===== config.mk =====
export PLATFORM = sky130hd
export DESIGN_NAME = fsm_seq_ctrl
export DESIGN_NICKNAME = d
export VERILOG_FILES = /design/src/rtl/fsm_seq_ctrl.sv
export SDC_FILE = /design/constraint.sdc
export NUM_CORES = 1
export LEC_CHECK = 0
export ABC_CLOCK_PERIOD_IN_PS = 3500
export CORE_MARGIN = 10
export CORE_UTILIZATION = 25
export DETAILED_ROUTE_END_ITERATION = 16
export DONT_BUFFER_PORTS = 1
export PLACE_DENSITY_LB_ADDON = 0.05
export SLEW_MARGIN = 20
export SYNTH_ARGS = -nofsm -noshare
export SYNTH_HDL_FRONTEND = slang
export SYNTH_SLANG_ARGS = --single-unit

===== constraint.sdc =====
create_clock -name sclk -period 3.5 [get_ports sclk]
set_input_delay 0.35 -clock sclk [delete_from_list [all_inputs] [get_ports sclk]]
set_output_delay 0.35 -clock sclk [all_outputs]
set_load 0.1 [all_outputs]

===== src/rtl/fsm_seq_ctrl.sv =====
`default_nettype none
// +----------------------------------------------------------------------------+
// | Module      : fsm_seq_ctrl                                                 |
// | Description : Stimulus sequencer for a 4-state one-hot control FSM. Drives |
// |               a_out high/low/high/low with programmable dwell lengths and  |
// |               repeat count, with start/busy/done/abort handshake.          |
// |               Optional illegal-state detection: define SEQ_ERR_CHK_EN.     |
// | Revision    : 1.0 - initial release                                        |
// +----------------------------------------------------------------------------+
module fsm_seq_ctrl #(
  parameter int CNT_W  = 8,
  parameter int LOOP_W = 4
) (
  input  logic              sclk,
  input  logic              rst_n,
  input  logic              start,
  input  logic              abort,
  input  logic [CNT_W-1:0]  cfg_hi_len,
  input  logic [CNT_W-1:0]  cfg_lo_len,
  input  logic [LOOP_W-1:0] cfg_loops,
  output logic              a_out,
  output logic              busy,
  output logic              done,
  output logic              aborted,
  output logic [4:0]        phase,
  output logic              err
);

  typedef enum logic [4:0] {
    S_IDLE = 5'b00001,
    S_HI1  = 5'b00010,
    S_LO1  = 5'b00100,
    S_HI2  = 5'b01000,
    S_LO2  = 5'b10000
  } state_t;

  // Bit positions of each state inside the one-hot vector
  localparam int c_IDLE_B = 0;
  localparam int c_HI1_B  = 1;
  localparam int c_LO1_B  = 2;
  localparam int c_HI2_B  = 3;
  localparam int c_LO2_B  = 4;

  localparam logic [CNT_W-1:0]  c_CNT_ONE  = {{(CNT_W-1){1'b0}}, 1'b1};
  localparam logic [LOOP_W-1:0] c_LOOP_ONE = {{(LOOP_W-1){1'b0}}, 1'b1};

  // Kept as a plain vector so an illegal (non one-hot) value is representable
  logic [4:0]        r_state, w_state_nx;
  logic [CNT_W-1:0]  r_dwell, w_dwell_nx;
  logic [LOOP_W-1:0] r_loop,  w_loop_nx;
  logic [CNT_W-1:0]  r_hi,    w_hi_nx;
  logic [CNT_W-1:0]  r_lo,    w_lo_nx;
  logic              r_a,     w_a_nx;
  logic              r_busy,  w_busy_nx;
  logic              r_done,  w_done_nx;
  logic              r_abrt,  w_abrt_nx;
  logic              r_err,   w_err_nx;

  logic [CNT_W-1:0]  w_hi_eff;
  logic [CNT_W-1:0]  w_lo_eff;
  logic [LOOP_W-1:0] w_loops_eff;
  logic              w_running;
  logic              w_onehot;

  // Zero-length config is promoted to one so every phase lasts at least a cycle
  assign w_hi_eff    = (cfg_hi_len == '0) ? c_CNT_ONE  : cfg_hi_len;
  assign w_lo_eff    = (cfg_lo_len == '0) ? c_CNT_ONE  : cfg_lo_len;
  assign w_loops_eff = (cfg_loops  == '0) ? c_LOOP_ONE : cfg_loops;
  assign w_running   = |r_state[4:1];
  assign w_onehot    = (r_state != 5'b00000) && ((r_state & (r_state - 5'd1)) == 5'b00000);

  // Next-state, counter and output computation
  always_comb begin
    w_state_nx = r_state;
    w_dwell_nx = r_dwell;
    w_loop_nx  = r_loop;
    w_hi_nx    = r_hi;
    w_lo_nx    = r_lo;
    w_a_nx     = r_a;
    w_done_nx  = 1'b0;
    w_abrt_nx  = 1'b0;
    w_err_nx   = r_err;
`ifdef SEQ_ERR_CHK_EN
    if (!w_onehot) begin
      w_state_nx = S_IDLE;
      w_dwell_nx = '0;
      w_loop_nx  = '0;
      w_a_nx     = 1'b0;
      w_err_nx   = 1'b1;
    end else
`endif
    if (abort && w_running) begin
      w_state_nx = S_IDLE;
      w_dwell_nx = '0;
      w_loop_nx  = '0;
      w_a_nx     = 1'b0;
      w_abrt_nx  = 1'b1;
    end else begin
      case (1'b1)
        r_state[c_IDLE_B]: begin
          if (start && !abort) begin
            w_hi_nx    = w_hi_eff;
            w_lo_nx    = w_lo_eff;
            w_dwell_nx = w_hi_eff - c_CNT_ONE;
            w_loop_nx  = w_loops_eff - c_LOOP_ONE;
            w_state_nx = S_HI1;
            w_a_nx     = 1'b1;
          end
        end
        r_state[c_HI1_B]: begin
          if (r_dwell == '0) begin
            w_state_nx = S_LO1;
            w_dwell_nx = r_lo - c_CNT_ONE;
            w_a_nx     = 1'b0;
          end else begin
            w_dwell_nx = r_dwell - c_CNT_ONE;
          end
        end
        r_state[c_LO1_B]: begin
          if (r_dwell == '0) begin
            w_state_nx = S_HI2;
            w_dwell_nx = r_hi - c_CNT_ONE;
            w_a_nx     = 1'b1;
          end else begin
            w_dwell_nx = r_dwell - c_CNT_ONE;
          end
        end
        r_state[c_HI2_B]: begin
          if (r_dwell == '0) begin
            w_state_nx = S_LO2;
            w_dwell_nx = r_lo - c_CNT_ONE;
            w_a_nx     = 1'b0;
          end else begin
            w_dwell_nx = r_dwell - c_CNT_ONE;
          end
        end
        r_state[c_LO2_B]: begin
          if (r_dwell != '0) begin
            w_dwell_nx = r_dwell - c_CNT_ONE;
          end else if (r_loop != '0) begin
            w_loop_nx  = r_loop - c_LOOP_ONE;
            w_state_nx = S_HI1;
            w_dwell_nx = r_hi - c_CNT_ONE;
            w_a_nx     = 1'b1;
          end else begin
            w_state_nx = S_IDLE;
            w_a_nx     = 1'b0;
            w_done_nx  = 1'b1;
          end
        end
        default: begin
          w_state_nx = S_IDLE;
          w_dwell_nx = '0;
          w_loop_nx  = '0;
          w_a_nx     = 1'b0;
        end
      endcase
    end
    w_busy_nx = (w_state_nx != S_IDLE);
  end

  // State and output registers
  always_ff @(posedge sclk or negedge rst_n) begin
    if (!rst_n) begin
      r_state <= S_IDLE;
      r_dwell <= '0;
      r_loop  <= '0;
      r_hi    <= '0;
      r_lo    <= '0;
      r_a     <= 1'b0;
      r_busy  <= 1'b0;
      r_done  <= 1'b0;
      r_abrt  <= 1'b0;
      r_err   <= 1'b0;
    end else begin
      r_state <= w_state_nx;
      r_dwell <= w_dwell_nx;
      r_loop  <= w_loop_nx;
      r_hi    <= w_hi_nx;
      r_lo    <= w_lo_nx;
      r_a     <= w_a_nx;
      r_busy  <= w_busy_nx;
      r_done  <= w_done_nx;
      r_abrt  <= w_abrt_nx;
      r_err   <= w_err_nx;
    end
  end

  assign a_out   = r_a;
  assign busy    = r_busy;
  assign done    = r_done;
  assign aborted = r_abrt;
  assign phase   = r_state;
`ifdef SEQ_ERR_CHK_EN
  assign err     = r_err;
`else
  // Without the checker the flag is constant; the register is optimised away
  assign err     = 1'b0;
`endif

endmodule
`default_nettype wire


-- Yosys cells after proc, flatten, opt, wreduce, memory -nomap -nowiden
Cells that the tools add are included.
W data, S select, Z words.
- flip-flop bits (word level): 37
- input bits: 24
- output and inout bits: 10
- logic and storage cells: 95
- $add $sub $neg: 6
- eq/ne operators: 10
- mux-type cells: 55
- bitwise logic cells: 1
- reduce and logical (&&, ||, !) cells: 14
- operators with widths (kind ; count):
    $mux W8 ; 13
    $mux W5 ; 11
    $mux W4 ; 10
    $sub A8 B1 Y8 const B ; 4
    $logic_not A8 Y1 ; 3
    $mux W1 ; 20
    $ne A3 B2 Y1 const B ; 3
    $ne A8 B5 Y1 const B ; 1
    $reduce_bool A8 Y1 ; 1
    $sub A4 B1 Y4 const B ; 2
    $ne A7 B7 Y1 const B ; 1
    $reduce_and A3 Y1 ; 2
    $reduce_and A6 Y1 ; 1
    $ne A5 B1 Y1 const B ; 1
    $ne A5 B3 Y1 const B ; 1
    $logic_not A4 Y1 ; 1
    $ne A4 B2 Y1 const B ; 1
    $ne A4 B4 Y1 const B ; 1
    $reduce_bool A4 Y1 ; 1
    $reduce_or A4 Y1 ; 1
    $ne A3 B1 Y1 const B ; 1
    $logic_and A1 B1 Y1 ; 2
    $mux W2 ; 1
    $reduce_and A2 Y1 ; 1
    other kinds (2) ; 2

-- Longest topological paths before layout
Gate-level depths: netlist of the first run.
- word-level depth: 10
- depth in mapped cells: 10
- gate-level depth less buffers: 9

-- Worst setup path before layout of the first run
OpenSTA, ideal clock, no wires.
- path kind: reg2reg
- start point: register r_state[2], in the netlist phase[2]
- end point: register r_dwell[3]
- setup time: 0.126 ns
- data arrival time: 2.444 ns
- data required time: 3.374 ns
- slack: 0.930 ns
- cell stages (with the launch flop): 8
- path buffers: 1
- period minus slack after synthesis: 2.570 ns
- path through: dfrtp_1 -> buf_6 -> or3_4 -> or2b_4 -> or3_4 -> nand2_4 -> nor3_1 -> a221o_1
- longest elaborated chain between the ends: 4
- elaborated cells between the ends (all ways): 9
- classes of those cells: 2 x eq/ne; 4 x mux; 3 x reduce/logical
- RTL lines (element ; line ; RTL):
    start: declaration ; 48 ; logic [4:0] r_state, w_state_nx;
    start signal: assignment ; 176 ; r_state <= w_state_nx;
    $reduce_or A4 Y1 / $mux W8 (equally long branches) ; 69, 99 ;
    $logic_and A1 B1 Y1 / $mux W8 (equally long branches) ; 92, 99 ;
    $ne A8 B5 Y1 (no source line), or another cell as far along ; -- ;
    $reduce_and A2 Y1 (no source line) / $mux W8 (equally long branches) ; -- ;
    end signal: assignment ; 177 ; r_dwell <= w_dwell_nx;
    end: declaration ; 49 ; logic [CNT_W-1:0] r_dwell, w_dwell_nx;
Parallel ways exist; a longest one is shown, timed or not.
A chain may end at the register's enable or synchronous reset.

-- Final worst setup path of the first run
- start point: register r_dwell[0]
- end point: register r_dwell[6]
- longest elaborated chain between the ends: 8
- elaborated cells between the ends (all ways): 14
- classes of those cells: 1 x add/sub; 1 x eq/ne; 9 x mux; 3 x reduce/logical
- RTL lines (element ; line ; RTL):
    $sub A8 B1 Y8 / $reduce_bool A8 Y1 (equally long branches) ; -- ;
    $mux W8 ; 138 ; if (r_dwell != '0) begin
    $mux W8 (5 in a row) ; 99 ; case (1'b1)
    $mux W8 ; 92 ; if (abort && w_running) begin
Parallel ways exist; a longest one is shown, timed or not.

==> results of run 1 <==
==> cell usage in the layout, fill, tap and decap left out, types with 4 or more instances in the layout <==
cell type / n
nand2_1: 59
dfrtp_1: 36
nor2_1: 27
a21oi_1: 19
inv_1: 16
o21ai_0: 16
xnor2_1: 14
nor3_1: 12
nand3_1: 10
ha_1: 8
buf_4: 7
nor4_1: 5
o22ai_1: 5
or3_1: 5
clkbuf_8: 5
or4_1: 4
o211ai_1: 4
o31ai_1: 4
==> worst min path at each step <==
stage                  startpoint             endpoint  slack [ps]
floorplan                   rst_n    a_out$_DFFE_PN0P_          50
global placement            rst_n  r_lo[7]$_DFFE_PN0P_          60
detailed placement          rst_n  r_lo[7]$_DFFE_PN0P_          60
CTS                 cfg_hi_len[2]  r_hi[2]$_DFFE_PN0P_         150
global route        cfg_lo_len[6]  r_lo[6]$_DFFE_PN0P_         140
finish              cfg_lo_len[2]  r_lo[2]$_DFFE_PN0P_         160
==> layout make-up <==
class / count / area, um2
clock buffers: 6 / 72.6
clock inverters: 2 / 10.0
fillers: 1142 / 7340
inverters: 17 / 63.8
multi-input cells: 252 / 1520
flip-flops and latches: 37 / 927
well taps: 136 / 170
repair buffers: 9 / 82.6
==> critical path, cell delays in order, from the launching register on <==
cell,delay (ps)
dfrtp_1,420
inv_1,120
ha_1,180
nor3b_1,560
and2_1,630
o211ai_1,250
a21oi_1,190
o21ai_0,100
a32o_1,250
==> layer usage <==
layer  vias to the layer above  GRT usage (%)  part of all wire, %
li1                       1141              -                    -
met1                      1097           15.2                   47
met2                        44           17.5                   47
met3                         6           2.64                  5.6
met4                         0           2.31                 0.88
met5                         -              0                    0
==> state kept, by name, summed over array words and instances (netlist names) <==
signal   flops
r_dwell      8
r_hi         8
r_lo         8
phase        5
r_loop       4
a_out        1
aborted      1
busy         1
done         1
==> power by group <==
part	switching, mW	internal (mW)
clock	0.172	0.139
combinational	0.902	0.521
sequential	0.347	0.609
total	1.42	1.27
==> kinds of logic (layout without fill, tap and decap cells) <==
logic type	after synthesis	after routing	synth area share, %
adder cells (fa/ha/maj)	8	8	3.87
AO/OA/AOI/OAI	78	78	20.3
multiplexers	1	1	0.387
flip-flops	37	37	35.8
AND/OR/NAND/NOR	147	147	28.2
other	1	1	0.145
XOR/XNOR	17	17	5.75
buffers and inverters	27	34	5.46
==> per-stage QoR <==
stage	setup WS (ps)	cell area (um2)	utilization [%]	hold WS, ps
floorplan	930	2590	-	54.4
global placement	915	2730	26.8	56.0
detailed placement	783	2730	26.8	56.0
CTS	756	2850	27.9	153
global route	415	2850	27.9	144
finish	681	2850	27.9	161
==> flow_summary.toml, run 1 <==
[detailed_routing]
dr.pass1.iters = 4
via_count = 2288
drc = 0
wl_um = 8080
ant_nets = 0
via_per_inst = 4.98
wire_per_inst_um = 17.6
drt_iter0_drc = 135

[synth]
synth_top_area_cell = "dfrtp_1"
syn-num-nets = 348
yosys.area.top_type_share_pct = 34.8
ys_types = 63
ys_warn_count = 0
ys_top_cells_by_count = "59 x nand2_1, 36 x dfrtp_1, 27 x nor2_1"
synth_edf_count = 0
synth_area_leaders = "dfrtp_1 35%, nand2_1 8.6%, xnor2_1 4.7%"
yosysMostFrequentCell = "nand2_1"
synthesis.area_mm2 = 0.00259
ys_seq_area_share_pct = 35.8
synth-async-reset-ratio_pct = 100
synthCells = 316
syn_avg_cell_area_um2 = 8.19
ys_ff_latch = 37
synth_ff_type = "dfrtp_1"

[floorplanning]
floorplan.rows = 37
die_h_um = 122
fp.coreArea_mm2 = 0.0102
ios = 34
start_util_pct = 25.4
die_x_um = 122
dieArea_mm2 = 0.0148

[clocking]
ctsHoldBuffers = 2
cts_sinks = 37
htreeDepth = 2
cts_resized = 0
cts_made_buffers = 5
cts_setup_buffers = 0
clk_latency_ps = 290
clk_pin_slew_ps = 80
cts_tree = "yes"
clk_path_buf_depth = 2
cts_root_buf = "clkbuf_8"

[finish]
nets = 354
antenna_cells = 0
drive_gt1_share_pct = 8.98
syn2layout_area_growth_pct = 9.96
fin_cells = 459

[worst_setup_path]
worstRegToRegCells = 8
path_class = "reg2reg"
reg2reg_slack_ps = 680
arrival_ps = 3010
crit_path_max_fanout = 17
r2r_end = "r_dwell[6]$_DFFE_PN0P_"
setup.worst_path.end = "r_dwell[6]$_DFFE_PN0P_"
crit_path_end_kind = "register"
r2r_start = "r_dwell[0]$_DFFE_PN0P_"
crit_required_ps = 3690
critical_path.startpoint_type = "register"
cp-startpoint = "r_dwell[0]$_DFFE_PN0P_"

[worst_hold_path]
worstHoldPathType = "in2reg"
hold-path-cell-count = 2

[global_route]
grt_use_total_pct = 11.1
grt_pass1_wl_um = 13100
antenna_found_initial = 0
grt-ovfl-total = 0
grt_pass1_vias = 2345
grt_max_degree = 38

[pwr]
pwr_density_cell_mw_per_mm2 = 945
power_leakage_nw = 1.21
finalPower_mw = 2.69
vdd_drop_max_mv = 0.265

[place]
gp_congestion = 0.829
dp.cells = 449
port_buffers = 0
post-dp-hpwl_um = 6180

[run]
drv_cap = 0

[timing]
relSlewSlack_pct = 39.6
finalCriticalPeriod_ps = 2820
hold_violations = 0
finalSetupTns_ps = 0
setup_viol = 0
tightestPinTransition_ps = 906
fin_crit_sh_pct = 80.6
finClkSkew_ps = 4.56
fmax_ghz = 0.355
drv_slew = 0
rsz0062_at_grt = "no"

[status]
status = "completed"
No activity file was read; power rests on OpenSTA's default activity.
==> inputs of run 2 (changes only) <==
--- a/config.mk
+++ b/config.mk
@@ -5,7 +5,7 @@
 export SDC_FILE = /design/constraint.sdc
 export NUM_CORES = 1
 export LEC_CHECK = 0
-export ABC_CLOCK_PERIOD_IN_PS = 3500
+export ABC_CLOCK_PERIOD_IN_PS = 2800
 export CORE_MARGIN = 10
 export CORE_UTILIZATION = 25
 export DETAILED_ROUTE_END_ITERATION = 16
==> constraint.sdc (replaced) <==
create_clock -name sclk -period 2.8 [get_ports sclk]
set_input_delay 0.28 -clock sclk [delete_from_list [all_inputs] [get_ports sclk]]
set_output_delay 0.28 -clock sclk [all_outputs]
set_load 0.1 [all_outputs]
==> run 2 against run 1 <==
Power increased by 27%. Combinational power rose by 33%. Register-to-register slack got worse by 350 ps. Utilization is 0.37 points higher. Non-clock buffer count rose by 5. Wire length fell by 0.78%. Die area is the same. Hold slack got worse by 77 ps. Critical path type unchanged. Highest routed layer unchanged.
==> flow_summary.toml, run 2 (synthesis gave the netlist of run 1 again) <==
[status]
status = "completed"

[finish]
reg_top3 = "r_dwell: 8 flops, r_hi: 8 flops, r_lo: 8 flops"
final_area_mm2 = 0.00288
syn2layout_area_growth_pct = 11.4
layout_common_cells = "59 x nand2_1, 36 x dfrtp_1, 27 x nor2_1"
drive_gt1_share_pct = 10.4
nets = 359
antenna_cells = 0
final_common_cell = "nand2_1"

[detailed_routing]
dr.pass1.iters = 4
via_count = 2323
wire_per_inst_um = 17.3
drc = 0
wl_um = 8020
ant_nets = 0
via_per_inst = 5.01
drt_iter0_drc = 165

[clocking]
cts_made_buffers = 5
htreeDepth = 2
cts_sinks = 37
cts_resized = 0
clk_latency_ps = 300
cts_root_buf = "clkbuf_8"
clk_pin_slew_ps = 80
clk_path_buf_depth = 2
cts_setup_buffers = 0
cts_tree = "yes"

[run]
drv_cap = 0

[floorplanning]
floorplan.rows = 37
start_util_pct = 25.4
die_h_um = 122
ios = 34
fp.coreArea_mm2 = 0.0102
die_x_um = 122
dieArea_mm2 = 0.0148

[global_route]
grt_pass1_wl_um = 13000
grt_pass1_vias = 2329
met3_usage_pct = 2.54
grt_max_degree = 38
antenna_found_initial = 0
grt_use_total_pct = 11.1
busiest_layer = "met2"
grt_util_met1_pct = 15.3
grt-ovfl-total = 0
grtUsageMet2_pct = 17.3

[worst_setup_path]
cpPeakStageDelay_ps = 420
critPathTopFamily = "simple AND/OR/NAND/NOR gates"
crit_path_max_fanout = 8
arrival_ps = 2630
path_class = "reg2reg"
cp_num_buf_inv = 1
critical_path.startpoint_type = "register"
crit_required_ps = 2960
crit_path_end_kind = "register"
slowest_stage = "or3b_1"
cp_cell_sequence = "inv_1 -> ha_1 -> or3b_4 -> or3b_1 -> or3_4 -> nand2_1 -> a32oi_1 -> o41ai_1"

[place]
port_buffers = 0
gp_congestion = 0.823
dpl-instance-area_mm2 = 0.00277
post-dp-hpwl_um = 6120
place_ws_ps = 386

[timing]
relSlewSlack_pct = 41.3
finalCriticalPeriod_ps = 2470
hold_violations = 0
finalSetupTns_ps = 0
fmax_ghz = 0.405
setup_slack_ps = 330
rsz0062_at_grt = "no"
drv_slew = 0
setup_viol = 0
fin_crit_sh_pct = 88.2
finClkSkew_ps = 9.26
tightestPinTransition_ps = 881

[worst_hold_path]
worstHoldPathType = "in2reg"

[pwr]
vdd_drop_max_mv = 0.459
finalPower_mw = 3.40
power_leakage_nw = 1.24
pwr_density_cell_mw_per_mm2 = 1180
## run 2: cell types whose count changed in the layout (fill, tap and decap cells not counted)
cell,delta
buf_4,+5
## run 2: report_power, final
group          internal [mW]  switching, mW
combinational          0.693           1.20
clock                  0.173          0.210
sequential             0.762          0.362
## run 2: routing by layer
metal,up-vias,part of all wire [%]
met5,-,0
met4,0,0.97
met3,5,6.5
met2,61,45
met1,1110,47
li1,1147,-
## run 2: repair_timing
action / 4_1_cts / 5_1_grt
hold buffers: 2 / 0
hold endpoints to repair: 37 / 0
setup endpoints to repair: 0 / 0
## run 2: worst paths after layout
check / startpoint / end / slack [ps] / depth (start not counted)
min in group asynchronous: rst_n / r_lo[7]$_DFFE_PN0P_ / 420 / 2
max: r_loop[0]$_DFFE_PN0P_ / r_dwell[7]$_DFFE_PN0P_ / 330 / 8
min reg2reg: r_hi[7]$_DFFE_PN0P_ / r_hi[7]$_DFFE_PN0P_ / 510 / 2
max in group asynchronous: rst_n / phase[0]$_DFF_PN1_ / 2110 / 2
max reg2reg: r_loop[0]$_DFFE_PN0P_ / r_dwell[7]$_DFFE_PN0P_ / 330 / 8
min: cfg_lo_len[7] / r_lo[7]$_DFFE_PN0P_ / 80 / 2
## run 2: through the flow
step	util [%]	instances	hold WS (ps)
after detailed placement	27.2	454	-14.1
after CTS	28.3	464	79.9
after floorplan	-	316	-15.6
after global placement	27.2	454	-14.2
after global routing	28.3	464	83.6
final	28.3	464	83.9
## run 2: cell type report
class | count | area (um2)
fillers | 1146 | 7300
repair buffers | 14 | 120
flip-flops and latches | 37 | 927
inverters | 17 | 63.8
clock inverters | 2 | 10.0
clock buffers | 6 | 72.6
well taps | 136 | 170
multi-input cells | 252 | 1520
## run 2: worst register-to-register path, delay by kind of cell (launching register included)
kind                       cells  cell delay [ps]
and+or+nand+nor                4             1470
DFF                            1              400
AOI/OAI and AO/OA              2              220
adders and majority gates      1              150
buffers and inverters          1              100
==> inputs of run 3 (changes only) <==
--- a/config.mk
+++ b/config.mk
@@ -8,6 +8,7 @@
 export ABC_CLOCK_PERIOD_IN_PS = 2800
 export CORE_MARGIN = 10
 export CORE_UTILIZATION = 25
+export CTS_BUF_LIST = sky130_fd_sc_hd__clkbuf_8
 export DETAILED_ROUTE_END_ITERATION = 16
 export DONT_BUFFER_PORTS = 1
 export PLACE_DENSITY_LB_ADDON = 0.05
==> constraint.sdc (replaced) <==
create_clock -name sclk -period 2.8 [get_ports sclk]
set_input_delay 0.56 -clock sclk [delete_from_list [all_inputs] [get_ports sclk]]
set_output_delay 0.56 -clock sclk [all_outputs]
set_load 0.1 [all_outputs]
==> run 3 against run 2 <==
Utilization is 0.061 points lower. Critical path depth is 2 higher. Clock-buffer cell count stayed put. Global-route usage hardly changed. Via count is 2.4% lower. Critical endpoint is now r_dwell[6]$_DFFE_PN0P_. Final area is 0.22% lower. Sequential share of layout area is 0.070 points higher. Sequential power is 4% higher. Clock power hardly changed. Wire length is 1.6% higher. Highest routed layer unchanged. Register-to-register slack worse by 30 ps.
==> flow_summary.toml, run 3 (synthesis gave the netlist of run 1 again) <==
[floorplanning]
start_util_pct = 25.4
die_x_um = 122
dieArea_mm2 = 0.0148
floorplan.rows = 37
die_h_um = 122
ios = 34
fp.coreArea_mm2 = 0.0102

[global_route]
antenna_found_initial = 0
grt_use_total_pct = 11.1
grt_pass1_vias = 2327
grt-ovfl-total = 0
grt_pass1_wl_um = 13000
grt_max_degree = 37

[worst_setup_path]
crit_path_max_fanout = 14
cpPeakStageDelay_ps = 420
cp_num_buf_inv = 3
critPathTopFamily = "compound AO/OA/AOI/OAI gates"
crit_required_ps = 2980
cp_common_cell = "buf_4"
worstRegToRegCells = 10
crit_path_end_kind = "register"
cp_cell_sequence = "inv_1 -> ha_1 -> nor3b_1 -> buf_4 -> and2_1 -> buf_4 -> o211ai_1 -> a21oi_1 -> o21ai_0 -> a32o_1"
path_depth = 10
arrival_ps = 2680
slowest_stage = "dfrtp_1"
path_class = "reg2reg"
critical_path.startpoint_type = "register"

[timing]
finalSetupTns_ps = 0
hold_violations = 0
rsz0062_at_grt = "no"
fmax_ghz = 0.399
tightestPinTransition_ps = 913
setup_viol = 0
relSlewSlack_pct = 39.2
fin_crit_sh_pct = 89.4
finalCriticalPeriod_ps = 2500
finClkSkew_ps = 5.10
drv_slew = 0

[finish]
final_common_cell = "nand2_1"
layout_common_cells = "59 x nand2_1, 36 x dfrtp_1, 27 x nor2_1"
layout.area.seq_um2 = 927
syn2layout_area_growth_pct = 11.2
utilization_pct = 28.2
fin_cells = 462
reg_top3 = "r_dwell: 8 flops, r_hi: 8 flops, r_lo: 8 flops"
fillCellCount = 1140
multi_input_area_mm2 = 0.00152
antenna_cells = 0
final_area_mm2 = 0.00288
drive_gt1_share_pct = 10.1
nets = 358

[detailed_routing]
via_count = 2268
via_per_inst = 4.91
drc = 0
wl_um = 8140
dr.pass1.iters = 4
drt_iter0_drc = 105
wire_per_inst_um = 17.6
ant_nets = 0

[pwr]
pwr_density_cell_mw_per_mm2 = 1180
vdd_drop_max_mv = 0.333
p_sw_mw = 1.76
p_int_mw = 1.64
power_leakage_nw = 1.24
power.share.sequential_pct = 34.1
power_frac_clock_pct = 11.2
p_comb_share_pct = 54.7
sw_frac_of_total_pct = 51.7

[run]
drv_cap = 0

[clocking]
cts_root_buf = "clkbuf_8"
clk_latency_ps = 290
cts_sinks = 37
htreeDepth = 2
cts_setup_buffers = 0
cts_made_buffers = 5
cts_tree = "yes"
clk_pin_slew_ps = 80
clk_path_buf_depth = 2

[status]
status = "completed"

[place]
gp_congestion = 0.796
dpl-instance-area_mm2 = 0.00277
dp.cells = 454
post-dp-hpwl_um = 6160
port_buffers = 0

[worst_hold_path]
worstHoldPathType = "in2async"
## run 3: stage by stage
stage	hold WS (ps)	power (mW)	worst slack [ps]
after floorplan	264	2.53	230
after global placement	266	3.05	279
after detailed placement	266	3.02	232
after CTS	101	3.43	274
after global routing	93.2	3.70	70.3
final	103	3.40	297
## run 3: what timing repair did
item                                   4_1_cts  5_1_grt
hold buffers                                 1        0
endpoints found under the hold margin       36        0
gates resized for setup                      0        0
## run 3: area by class of cell
cell class,count,share of cell area [%]
repair buffers,13,3.83
clock inverters,1,0.130
inverters,17,2.22
flip-flops and latches,37,32.2
well taps,136,5.92
clock buffers,6,2.87
multi-input cells,252,52.8
## run 3: path summary, 6_finish.rpt
kind,startpoint,end,slack (ps)
max in group asynchronous,rst_n,r_loop[2]$_DFFE_PN0P_,2510
worst max-delay path,r_dwell[0]$_DFFE_PN0P_,r_dwell[6]$_DFFE_PN0P_,300
worst min register to register,r_hi[7]$_DFFE_PN0P_,r_hi[7]$_DFFE_PN0P_,520
worst min-delay path,rst_n,r_lo[7]$_DFFE_PN0P_,100
min in group sclk,cfg_lo_len[4],r_lo[4]$_DFFE_PN0P_,370
worst max register to register,r_dwell[0]$_DFFE_PN0P_,r_dwell[6]$_DFFE_PN0P_,300
## run 3: worst reg2reg max path, stage by stage, from the launching register on
cell and delay [ps]:
dfrtp_1 420, inv_1 120, ha_1 190, nor3b_1 290, buf_4 200, and2_1 190, buf_4 240, o211ai_1 200
a21oi_1 180, o21ai_0 110, a32o_1 250
## run 3: layer usage
layer / wire [um] / GRT usage [%]
met1: 3800 / 14.2
met2: 3910 / 18.7
met3: 349 / 2.59
met4: 82 / 2.38
met5: 0 / 0
## run 3: power by group through the flow
stage | sequential, mW | clock (mW) | combinational (mW)
after floorplan | 1.27 | 0 | 1.25
after CTS | 1.17 | 0.401 | 1.87
after detailed placement | 1.18 | 0 | 1.84
after global routing | 1.20 | 0.421 | 2.08
after global placement | 1.18 | 0 | 1.87
final | 1.16 | 0.382 | 1.86
